--- src/rtl/lighthouse_pkg.sv ---
// Shared constants for the lighthouse pulse front end: sync code bit
// positions, lighthouse tags, decoder FSM states and 50 MHz timing defaults.
package lighthouse_pkg;

    // Bit positions inside the 3-bit sync code k = {skip, data, axis}
    localparam int CODE_SKIP = 2;
    localparam int CODE_DATA = 1;
    localparam int CODE_AXIS = 0;

    // Lighthouse tags
    localparam logic LH_A = 1'b0;
    localparam logic LH_B = 1'b1;

    // Pulse measurement FSM
    typedef enum logic [1:0] {
        ST_WAIT_LOW,
        ST_IDLE,
        ST_HIGH,
        ST_CLASSIFY
    } state_t;

    // Default timing at 50 MHz
    localparam int DEF_SYNC_BASE_CYCLES    = 3125;
    localparam int DEF_SYNC_STEP_CYCLES    = 521;
    localparam int DEF_SWEEP_MAX_CYCLES    = 1500;
    localparam int DEF_PAIR_GAP_CYCLES     = 25000;
    localparam int DEF_SWEEP_WINDOW_CYCLES = 450000;
    localparam int DEF_TS_BITS             = 20;

endpackage

--- src/rtl/lighthouse_sync_classifier.sv ---
// Combinational pulse-width classifier: sweep / sync / error, plus the
// 3-bit sync code derived from seven threshold comparators.
module lighthouse_sync_classifier #(
    parameter int W         = 20,
    parameter int BASE      = 3125,
    parameter int STEP      = 521,
    parameter int SWEEP_MAX = 1500
) (
    input  logic [W-1:0] width,
    output logic         is_sweep,
    output logic         is_sync,
    output logic [2:0]   code,
    output logic         is_error
);

    localparam int HALF    = STEP / 2;
    localparam int SYNC_LO = BASE - HALF;
    localparam int SYNC_HI = BASE + 7 * STEP + HALF;

    // Class decode and code = number of thresholds BASE + i*STEP - STEP/2 reached
    always_comb begin
        is_sweep = (width <= W'(SWEEP_MAX));
        is_sync  = !is_sweep && (width >= W'(SYNC_LO)) && (width < W'(SYNC_HI));
        is_error = !is_sweep && !is_sync;
        code     = 3'd0;
        for (int i = 1; i <= 7; i++) begin
            if (width >= W'(SYNC_LO + i * STEP))
                code = code + 3'd1;
        end
    end

endmodule

--- src/rtl/lighthouse_pulse_decoder.sv ---
// Lighthouse photodiode front end: synchronises the envelope, measures
// high-pulse widths, tags sync pulses to lighthouse A/B, strobes OOTX data
// bits and reports sweep timing relative to the active (skip=0) sync.
// Optional macro LIGHTHOUSE_GLITCH_FILTER_EN inserts a 4-sample stability
// filter after the synchroniser.
module lighthouse_pulse_decoder
    import lighthouse_pkg::*;
#(
    parameter int SYNC_BASE_CYCLES    = DEF_SYNC_BASE_CYCLES,
    parameter int SYNC_STEP_CYCLES    = DEF_SYNC_STEP_CYCLES,
    parameter int SWEEP_MAX_CYCLES    = DEF_SWEEP_MAX_CYCLES,
    parameter int PAIR_GAP_CYCLES     = DEF_PAIR_GAP_CYCLES,
    parameter int SWEEP_WINDOW_CYCLES = DEF_SWEEP_WINDOW_CYCLES,
    parameter int TS_BITS             = DEF_TS_BITS
) (
    input  logic               clock,
    input  logic               reset_n,
    input  logic               sensor,
    output logic [1:0]         ootx_bit_valid,
    output logic               ootx_bit,
    output logic               sync_axis,
    output logic               sync_skip,
    output logic               sweep_valid,
    output logic               sweep_lighthouse,
    output logic               sweep_axis,
    output logic [TS_BITS-1:0] sweep_cycles,
    output logic               pulse_error,
    output logic [7:0]         error_count
);

    logic               sync_1, sync_2;
    logic               level, level_d;
    logic               rise, fall;
    logic [TS_BITS-1:0] ts;

    state_t             state;
    logic               rise_pend;
    logic [TS_BITS-1:0] rise_ts;
    logic [TS_BITS-1:0] width;
    logic [TS_BITS-1:0] prev_rise;
    logic               prev_tag;
    logic               active_valid;
    logic [TS_BITS-1:0] active_rise;
    logic               active_lh;
    logic               active_axis;

    logic               is_sweep, is_sync, is_error;
    logic [2:0]         code;
    logic [TS_BITS-1:0] pair_dt, sweep_dt;
    logic               tag_b;

    // Two-flop synchroniser; resets high so a pulse in flight at reset release
    // looks like an ongoing high level and is skipped by WAIT_LOW
    always_ff @(posedge clock or negedge reset_n) begin
        if (!reset_n) begin
            sync_1 <= 1'b1;
            sync_2 <= 1'b1;
        end else begin
            sync_1 <= sensor;
            sync_2 <= sync_1;
        end
    end

`ifdef LIGHTHOUSE_GLITCH_FILTER_EN
    logic       filt;
    logic [1:0] filt_cnt;

    // Stability filter: follow sync_2 only after 4 consecutive differing samples
    always_ff @(posedge clock or negedge reset_n) begin
        if (!reset_n) begin
            filt     <= 1'b1;
            filt_cnt <= 2'd0;
        end else if (sync_2 == filt) begin
            filt_cnt <= 2'd0;
        end else if (filt_cnt == 2'd3) begin
            filt     <= sync_2;
            filt_cnt <= 2'd0;
        end else begin
            filt_cnt <= filt_cnt + 2'd1;
        end
    end

    assign level = filt;
`else
    assign level = sync_2;
`endif

    // Edge register on the cleaned level
    always_ff @(posedge clock or negedge reset_n) begin
        if (!reset_n) level_d <= 1'b1;
        else          level_d <= level;
    end

    assign rise = level & ~level_d;
    assign fall = ~level & level_d;

    // Free-running timestamp, wraps modulo 2^TS_BITS
    always_ff @(posedge clock or negedge reset_n) begin
        if (!reset_n) ts <= '0;
        else          ts <= ts + TS_BITS'(1);
    end

    lighthouse_sync_classifier #(
        .W         (TS_BITS),
        .BASE      (SYNC_BASE_CYCLES),
        .STEP      (SYNC_STEP_CYCLES),
        .SWEEP_MAX (SWEEP_MAX_CYCLES)
    ) u_classifier (
        .width    (width),
        .is_sweep (is_sweep),
        .is_sync  (is_sync),
        .code     (code),
        .is_error (is_error)
    );

    // Pair-gap tag decision and sweep time to pulse centre (modular differences)
    always_comb begin
        pair_dt  = rise_ts - prev_rise;
        tag_b    = (prev_tag == LH_A) && (pair_dt < TS_BITS'(PAIR_GAP_CYCLES));
        sweep_dt = rise_ts + (width >> 1) - active_rise;
    end

    // Measurement FSM with registered strobes and sync/sweep bookkeeping
    always_ff @(posedge clock or negedge reset_n) begin
        if (!reset_n) begin
            state            <= ST_WAIT_LOW;
            rise_pend        <= 1'b0;
            rise_ts          <= '0;
            width            <= '0;
            prev_rise        <= '0;
            prev_tag         <= LH_B;
            active_valid     <= 1'b0;
            active_rise      <= '0;
            active_lh        <= LH_A;
            active_axis      <= 1'b0;
            ootx_bit_valid   <= 2'b00;
            ootx_bit         <= 1'b0;
            sync_axis        <= 1'b0;
            sync_skip        <= 1'b0;
            sweep_valid      <= 1'b0;
            sweep_lighthouse <= 1'b0;
            sweep_axis       <= 1'b0;
            sweep_cycles     <= '0;
            pulse_error      <= 1'b0;
            error_count      <= 8'd0;
        end else begin
            ootx_bit_valid <= 2'b00;
            sweep_valid    <= 1'b0;
            pulse_error    <= 1'b0;
            case (state)
                ST_WAIT_LOW: begin
                    if (!level) state <= ST_IDLE;
                end
                ST_IDLE: begin
                    // A rise seen during CLASSIFY is one cycle old here, so
                    // back-date the timestamp and pre-count that cycle
                    if (rise_pend) begin
                        rise_pend <= 1'b0;
                        rise_ts   <= ts - TS_BITS'(1);
                        width     <= TS_BITS'(1);
                        state     <= fall ? ST_CLASSIFY : ST_HIGH;
                    end else if (rise) begin
                        rise_ts <= ts;
                        width   <= '0;
                        state   <= ST_HIGH;
                    end
                end
                ST_HIGH: begin
                    if (width != '1) width <= width + TS_BITS'(1);
                    if (fall) state <= ST_CLASSIFY;
                end
                ST_CLASSIFY: begin
                    rise_pend <= rise;
                    state     <= ST_IDLE;
                    if (is_sync) begin
                        ootx_bit_valid <= tag_b ? 2'b10 : 2'b01;
                        ootx_bit       <= code[CODE_DATA];
                        sync_axis      <= code[CODE_AXIS];
                        sync_skip      <= code[CODE_SKIP];
                        prev_rise      <= rise_ts;
                        prev_tag       <= tag_b ? LH_B : LH_A;
                        // An A sync starts a new pair: drop the old reference
                        // unless this sync becomes the reference itself
                        if (!code[CODE_SKIP]) begin
                            active_valid <= 1'b1;
                            active_rise  <= rise_ts;
                            active_lh    <= tag_b ? LH_B : LH_A;
                            active_axis  <= code[CODE_AXIS];
                        end else if (!tag_b) begin
                            active_valid <= 1'b0;
                        end
                    end else if (is_sweep) begin
                        if (active_valid && (sweep_dt <= TS_BITS'(SWEEP_WINDOW_CYCLES))) begin
                            sweep_valid      <= 1'b1;
                            sweep_lighthouse <= active_lh;
                            sweep_axis       <= active_axis;
                            sweep_cycles     <= sweep_dt;
                        end
                    end else if (is_error) begin
                        pulse_error <= 1'b1;
                        if (error_count != 8'hFF) error_count <= error_count + 8'd1;
                    end
                end
                default: state <= ST_WAIT_LOW;
            endcase
        end
    end

endmodule

--- config.mk ---
export PLATFORM = sky130hd
export DESIGN_NAME = lighthouse_pulse_decoder
export DESIGN_NICKNAME = d
export VERILOG_FILES = /design/src/rtl/lighthouse_pkg.sv /design/src/rtl/lighthouse_sync_classifier.sv /design/src/rtl/lighthouse_pulse_decoder.sv
export SDC_FILE = /design/constraint.sdc
export NUM_CORES = 1
export LEC_CHECK = 0
export ABC_AREA = 1
export CORE_ASPECT_RATIO = 2
export CORE_UTILIZATION = 35
export CTS_BUF_LIST = sky130_fd_sc_hd__clkbuf_4 sky130_fd_sc_hd__clkbuf_8 sky130_fd_sc_hd__clkbuf_16
export DETAILED_ROUTE_END_ITERATION = 10
export GPL_ROUTABILITY_DRIVEN = 0
export GPL_TIMING_DRIVEN = 1
export PLACE_DENSITY_LB_ADDON = 0.2
export SYNTH_ARGS = -nofsm -noshare
export SYNTH_HDL_FRONTEND = slang
export SYNTH_HIERARCHICAL = 1
export SYNTH_SLANG_ARGS = --single-unit
--- constraint.sdc ---
create_clock -name clock -period 6 [get_ports clock]
set_input_delay 0.6 -clock clock [delete_from_list [all_inputs] [get_ports clock]]
set_output_delay 0.6 -clock clock [all_outputs]
set_load 0.03 [all_outputs]
==> results by group, run 1 <==
Run status
  • Run status: finished with violations
  • Failing checks: design-rule violations

Timing
  • Final Hold Vio Count: 0
  • Worst-margin pin slew: 0.977 ns
  • Final setup TNS: 0 ns
  • Fin Hold WS: 0.135 ns
  • Setup violations, final: 0
  • Period utilization: 0.838
  • Crit path time final: 5.03 ns
  • Slew headroom: 0.349
  • Final Skew: 0.00946 ns
  • Fin. max-slew vios: 0
  • FMAX: 199 MHz
  • RSZ-0062 raised after global routing: false

Global route
  • Initial antenna violation count: 0
  • Total global-route track usage: 0.200
  • Largest net degree at the start of global routing: 76
  • Overflow after GRT: 0
  • Global-route wire length before repair: 47.9 mm
  • Vias in the first global route: 9,709

Finish
  • Final #Nets: 1,624
  • Util after Layout: 0.402
  • Diode count: 0
  • Synth-to-Final Area Change: 13.4%
  • Commonest cells after routing, fill and taps aside: nand2_1, inv_1, dfrtp_1
  • Commonest non-fill, non-tap cell in the layout: nand2_1
  • Share of cells above drive strength 1: 0.0628
  • Finished Layout Cells: 1,929
  • Fillers: 3,196

Floorplan
  • Cell Rows: 90
  • Die area: 31,200 µm²
  • # IOs: 40
  • Core area: 30,100 µm²
  • Die Span Y: 249 µm
  • Initial core utilization: 0.354
  • Die Wd: 125 µm

Synth
  • Synth Area per Inst: 7.05 µm²
  • Sequential fraction of the synthesis area: 0.346
  • Count of unique library cells instantiated by Yosys: 52
  • Area leader, netlist: dfrtp_1
  • Cells after synthesis: 1,510
  • Synth top area share: 0.336
  • Syn Nets: 1,585
  • Post-Syn Area: 10,700 µm²
  • FF+latch count, synth: 147
  • Synth area leaders: dfrtp_1, nand2_1, inv_1
  • Synth warnings: 6

Detailed routing
  • Post-route ant nets: 0
  • Final WL: 29.3 mm
  • Vias per std cell: 4.93
  • Iter 0 DRT Violations: 594
  • Number of remaining DRC errors: 6
  • Avg WL per Cell: 15.2 µm
  • Detailed Routing Iterations Pass 1: 11
  • Vias: 9,506

Clocking
  • Cts repair resizes: 0
  • # H-tree levels: 4
  • CTS clk-pin slew, worst paths: 0.07 ns
  • Worst-Skew Late Latency: 0.44 ns
  • Clock tree root driver cell: clkbuf_16
  • CTS max path bufs: 2
  • Hold buffers post-CTS: 0
  • Setup Fix Bufs, Post-CTS: 0
  • CTS tree: yes
  • Clock Sinks: 147
  • Clock buffer count from CTS: 17

Placement
  • Placed Cells: 1,898
  • IO buf count: 39
  • HPWL Detailed: 23.7 mm

Worst setup path
  • Worst path arrival time: 5.33 ns
  • Critical Path Sink: active_rise[10]
  • Most used cell along the critical path: nand2_1
  • Worst reg2reg setup slack: 0.97 ns
  • Logic depth of the worst path, buffers included: 34
  • Crit Path Max Fanout: 45
  • Worst path bufs/invs: 7
  • R2R Path Start: width[15]
  • Required @ worst endpoint: 6.31 ns
  • FF-to-FF End: active_rise[10]
  • R2r worst-path depth: 34
  • CP startpoint: width[15]
  • CP Class: reg2reg
  • Crit. End Element: flip-flop
  • Slowest cell delay on critical path: 0.41 ns
  • Setup crit start kind: flip-flop
  • CP max stage cell: dfrtp_1
  • Top Family by Delay on Critical Path: simple AND/OR/NAND/NOR gates

Power
  • Leak: 6.24 nW
  • Peak supply drop: 0.226 mV
  • Pwr Density: 348 nW/µm²
  • Total power draw: 0.00420 W

Job
  • Max Cap Viol: 0

Hold path
  • HP Class: in2async
area by class of cell:
type	count	area (µm²)	share of cell area
repair buffers	45	437	0.0361
well taps	368	460	0.0381
clock buffers	17	425	0.0352
flip-flops and latches	147	3680	0.305
multi-input cells	1075	5870	0.486
clock inverters	14	224	0.0185
inverters	263	987	0.0817
metrics by stage:
step	instance area, µm²	worst slack (ns)
after detailed placement	11400	0.982
after floorplan	10700	1.37
after CTS	12100	0.961
after global placement	11400	1.08
after global routing	12100	0.454
final	12100	0.975
state kept, by name (all words and copies together) (netlist names), 2 cells and up:
name	flops
error_count	8
prev_rise	20
state	2
sweep_cycles	20
width	20
ts	20
active_rise	20
rise_ts	20
ootx_bit_valid	2
kinds of logic after synthesis:
family | synth area share
and+or+nand+nor | 0.317
adders and majority gates | 0.0980
xor gates and xnor gates | 0.0452
DFF | 0.346
AOI/OAI and AO/OA | 0.0896
buffers and inverters | 0.103
muxes | 0.00106
cells in the mapped netlist (all sizes together):
cell type / count
a211oi: 1
a21o: 5
a21oi: 54
a22oi: 2
a31oi: 11
a41oi: 1
and2: 3
buf: 7
clkbuf: 18
clkinv: 2
dfrtp: 143
dfstp: 4
fa: 19
ha: 53
inv: 261
mux2: 1
nand2: 459
nand3: 113
nand3b: 9
nand4: 14
nor2: 128
nor3: 30
nor3b: 1
nor4: 6
o2111ai: 2
o211ai: 1
o21a: 3
o21ai: 90
o21bai: 4
o31ai: 2
or2: 6
or3: 1
or4: 1
xnor2: 10
xor2: 45
worst min-delay path by stage:
stage | from | to | slack (ns) | cells after the start
floorplan | reset_n | active_axis | 0.30 | 0
global placement | sync_1 | level | 0.35 | 0
detailed placement | sync_1 | level | 0.35 | 0
CTS | reset_n | sweep_cycles[12] | 0.17 | 1
global route | reset_n | sweep_cycles[12] | 0.20 | 1
finish | reset_n | active_rise[16] | 0.13 | 1
where the power goes:
| part | internal, W | switching (W) |
|---|---|---|
| Combinational | 0.000606 | 0.00130 |
| Sequential | 0.00104 | 0.0000490 |
| Clock | 0.000742 | 0.000470 |
routing by layer:
layer	wire, µm	track usage
met5	0	0
met1	9950	0.180
met4	2000	0.145
met3	612	0.0260
met2	16700	0.397
Note: power is estimated with default switching activity, not from simulation.
==> inputs of run 2 (changes only) <==
Clock period 6 ns to 5.13 ns, I/O delays scaled along.
==> results by group, run 2 (synthesis gave the netlist of run 1 again) <==
Run status
  • Run status: finished with violations
  • Failing checks: design-rule violations

Detailed routing
  • Vias per std cell: 4.88 (-1.0%)
  • Iter 0 DRT Violations: 507 (-15%)
  • Vias: 9,469 (-0.39%)
  • Number of remaining DRC errors: 6 (unchanged)
  • Avg WL per Cell: 14.9 µm (-2.0%)
  • Post-route ant nets: 0 (unchanged)
  • Detailed Routing Iterations Pass 1: 9 (-2)
  • Final WL: 28.9 mm (-1.4%)

Worst setup path
  • Worst path bufs/invs: 7 (unchanged)
  • Worst path arrival time: 5.05 ns (-0.28 ns)
  • Setup crit start kind: flip-flop
  • Crit. End Element: flip-flop
  • Most used cell along the critical path: nand2_1
  • Crit Path Max Fanout: 45 (unchanged)
  • Top Family by Delay on Critical Path: simple AND/OR/NAND/NOR gates
  • CP Class: reg2reg
  • CP max stage cell: dfrtp_1
  • Required @ worst endpoint: 5.44 ns (-0.87 ns)
  • Slowest cell delay on critical path: 0.42 ns (about the same)

Timing
  • Crit path time final: 4.75 ns (-0.279 ns)
  • RSZ-0062 raised after global routing: false
  • Worst-margin pin slew: 0.637 ns (-0.340 ns)
  • Period utilization: 0.925 (+0.0877)
  • FMAX: 211 MHz (+5.9%)
  • Final Hold Vio Count: 0 (unchanged)
  • Fin. max-slew vios: 0 (unchanged)
  • Final setup TNS: 0 ns (unchanged)
  • Setup violations, final: 0 (unchanged)
  • Slew headroom: 0.572 (+0.223)
  • Final Skew: 0.0137 ns (+0.00419 ns)

Floorplan
  • Die Wd: 125 µm (unchanged)
  • Core area: 30,100 µm² (unchanged)
  • Die area: 31,200 µm² (unchanged)
  • Die Span Y: 249 µm (unchanged)
  • # IOs: 40 (unchanged)
  • Initial core utilization: 0.354 (unchanged)
  • Cell Rows: 90 (unchanged)

Finish
  • Final #Nets: 1,636 (+0.74%)
  • Diode count: 0 (unchanged)
  • Synth-to-Final Area Change: 13.9%
  • Final Cell Area: 12,100 µm² (+0.39%)
  • Share of cells above drive strength 1: 0.0763 (+0.0135)
  • Commonest non-fill, non-tap cell in the layout: nand2_1
  • Commonest cells after routing, fill and taps aside: nand2_1, inv_1, dfrtp_1

Clocking
  • Clock tree root driver cell: clkbuf_16
  • Clock buffer count from CTS: 17 (unchanged)
  • Clock Sinks: 147 (unchanged)
  • CTS clk-pin slew, worst paths: 0.06 ns (about the same)
  • CTS max path bufs: 2 (unchanged)
  • Worst-Skew Late Latency: 0.45 ns (about the same)
  • # H-tree levels: 4 (unchanged)
  • CTS tree: yes

Global route
  • Global-route wire length before repair: 47.2 mm (-1.6%)
  • Vias in the first global route: 9,725 (+0.16%)
  • Overflow after GRT: 0 (unchanged)
  • Initial antenna violation count: 0 (unchanged)
  • Total global-route track usage: 0.196 (-0.00382)
  • Largest net degree at the start of global routing: 64 (-16%)

Placement
  • HPWL Detailed: 23.6 mm (-0.58%)
  • Area after DPL: 11,500 µm² (+0.46%)
  • IO buf count: 39 (unchanged)

Hold path
  • HP Class: in2async

Power
  • Pwr Density: 389 nW/µm² (+12%)
  • Sequential share of power: 0.270 (+0.011)
  • Sw power: 0.00210 W (+16%)
  • Switch share: 0.446 (+0.0138)
  • Leak: 6.26 nW (+0.33%)
  • Peak supply drop: 0.261 mV (+15%)
  • Combinational share of power: 0.468 (+0.016)
  • P_int: 0.00262 W (+9.6%)
  • Clock group share of total power: 0.262 (-0.027)

Job
  • Max Cap Viol: 0 (unchanged)
==> run 2: power groups by stage <==
stage | Combinational [W] | Sequential, W | Clock, W
CTS | 0.00222 | 0.00127 | 0.00127
global placement | 0.00219 | 0.00129 | 0
global route | 0.00254 | 0.00128 | 0.00131
finish | 0.00221 | 0.00127 | 0.00124
floorplan | 0.00169 | 0.00127 | 0
detailed placement | 0.00222 | 0.00129 | 0
==> run 2: repair_timing <==
item,in CTS,in global routing
setup endpoints to repair,0,23
resized for setup,0,14
buffers inserted,0,5
hold buffers,0,0
==> run 2: worst paths after layout <==
| check | start | slack (ns) | depth (start not counted) | endpoint |
|---|---|---|---|---|
| max | width[18] | 0.38 | 34 | active_rise[4] |
| min | reset_n | 0.05 | 1 | sweep_cycles[12] |
| max reg2reg | width[18] | 0.38 | 34 | active_rise[4] |
| min reg2reg | sync_1 | 0.35 | 0 | level |
| max in group asynchronous | reset_n | 3.99 | 2 | width[5] |
| min in group clock | sync_1 | 0.35 | 0 | level |
==> run 2: final cells by class <==
cell class              count  area (µm²)
fillers                  3195       17900
clock buffers              19         447
well taps                 368         460
flip-flops and latches    147        3690
inverters                 263         987
clock inverters            12         124
multi-input cells        1075        5890
repair buffers             57         539
==> run 2: per-stage QoR <==
step / std cells / power (W) / util / setup WS, ns / hold slack [ns]
2_1_floorplan: 1510 / 0.00296 / - / 0.502 / 0.217
3_3_place_gp: 1905 / 0.00348 / 0.382 / 0.238 / 0.345
3_5_place_dp: 1905 / 0.00351 / 0.382 / 0.115 / 0.347
4_1_cts: 1936 / 0.00477 / 0.401 / 0.0796 / 0.0685
5_1_grt: 1941 / 0.00514 / 0.403 / 0.0213 / 0.0939
6_report: 1941 / 0.00472 / 0.403 / 0.383 / 0.0542
==> run 2: per-layer routing <==
metal  GRT usage  share of wire  vias to the layer above
met4       0.151          0.070                        0
met1       0.176           0.35                     4355
li1            -              -                     4847
met2       0.388           0.57                      171
met5           0              0                        -
met3      0.0223          0.017                       96
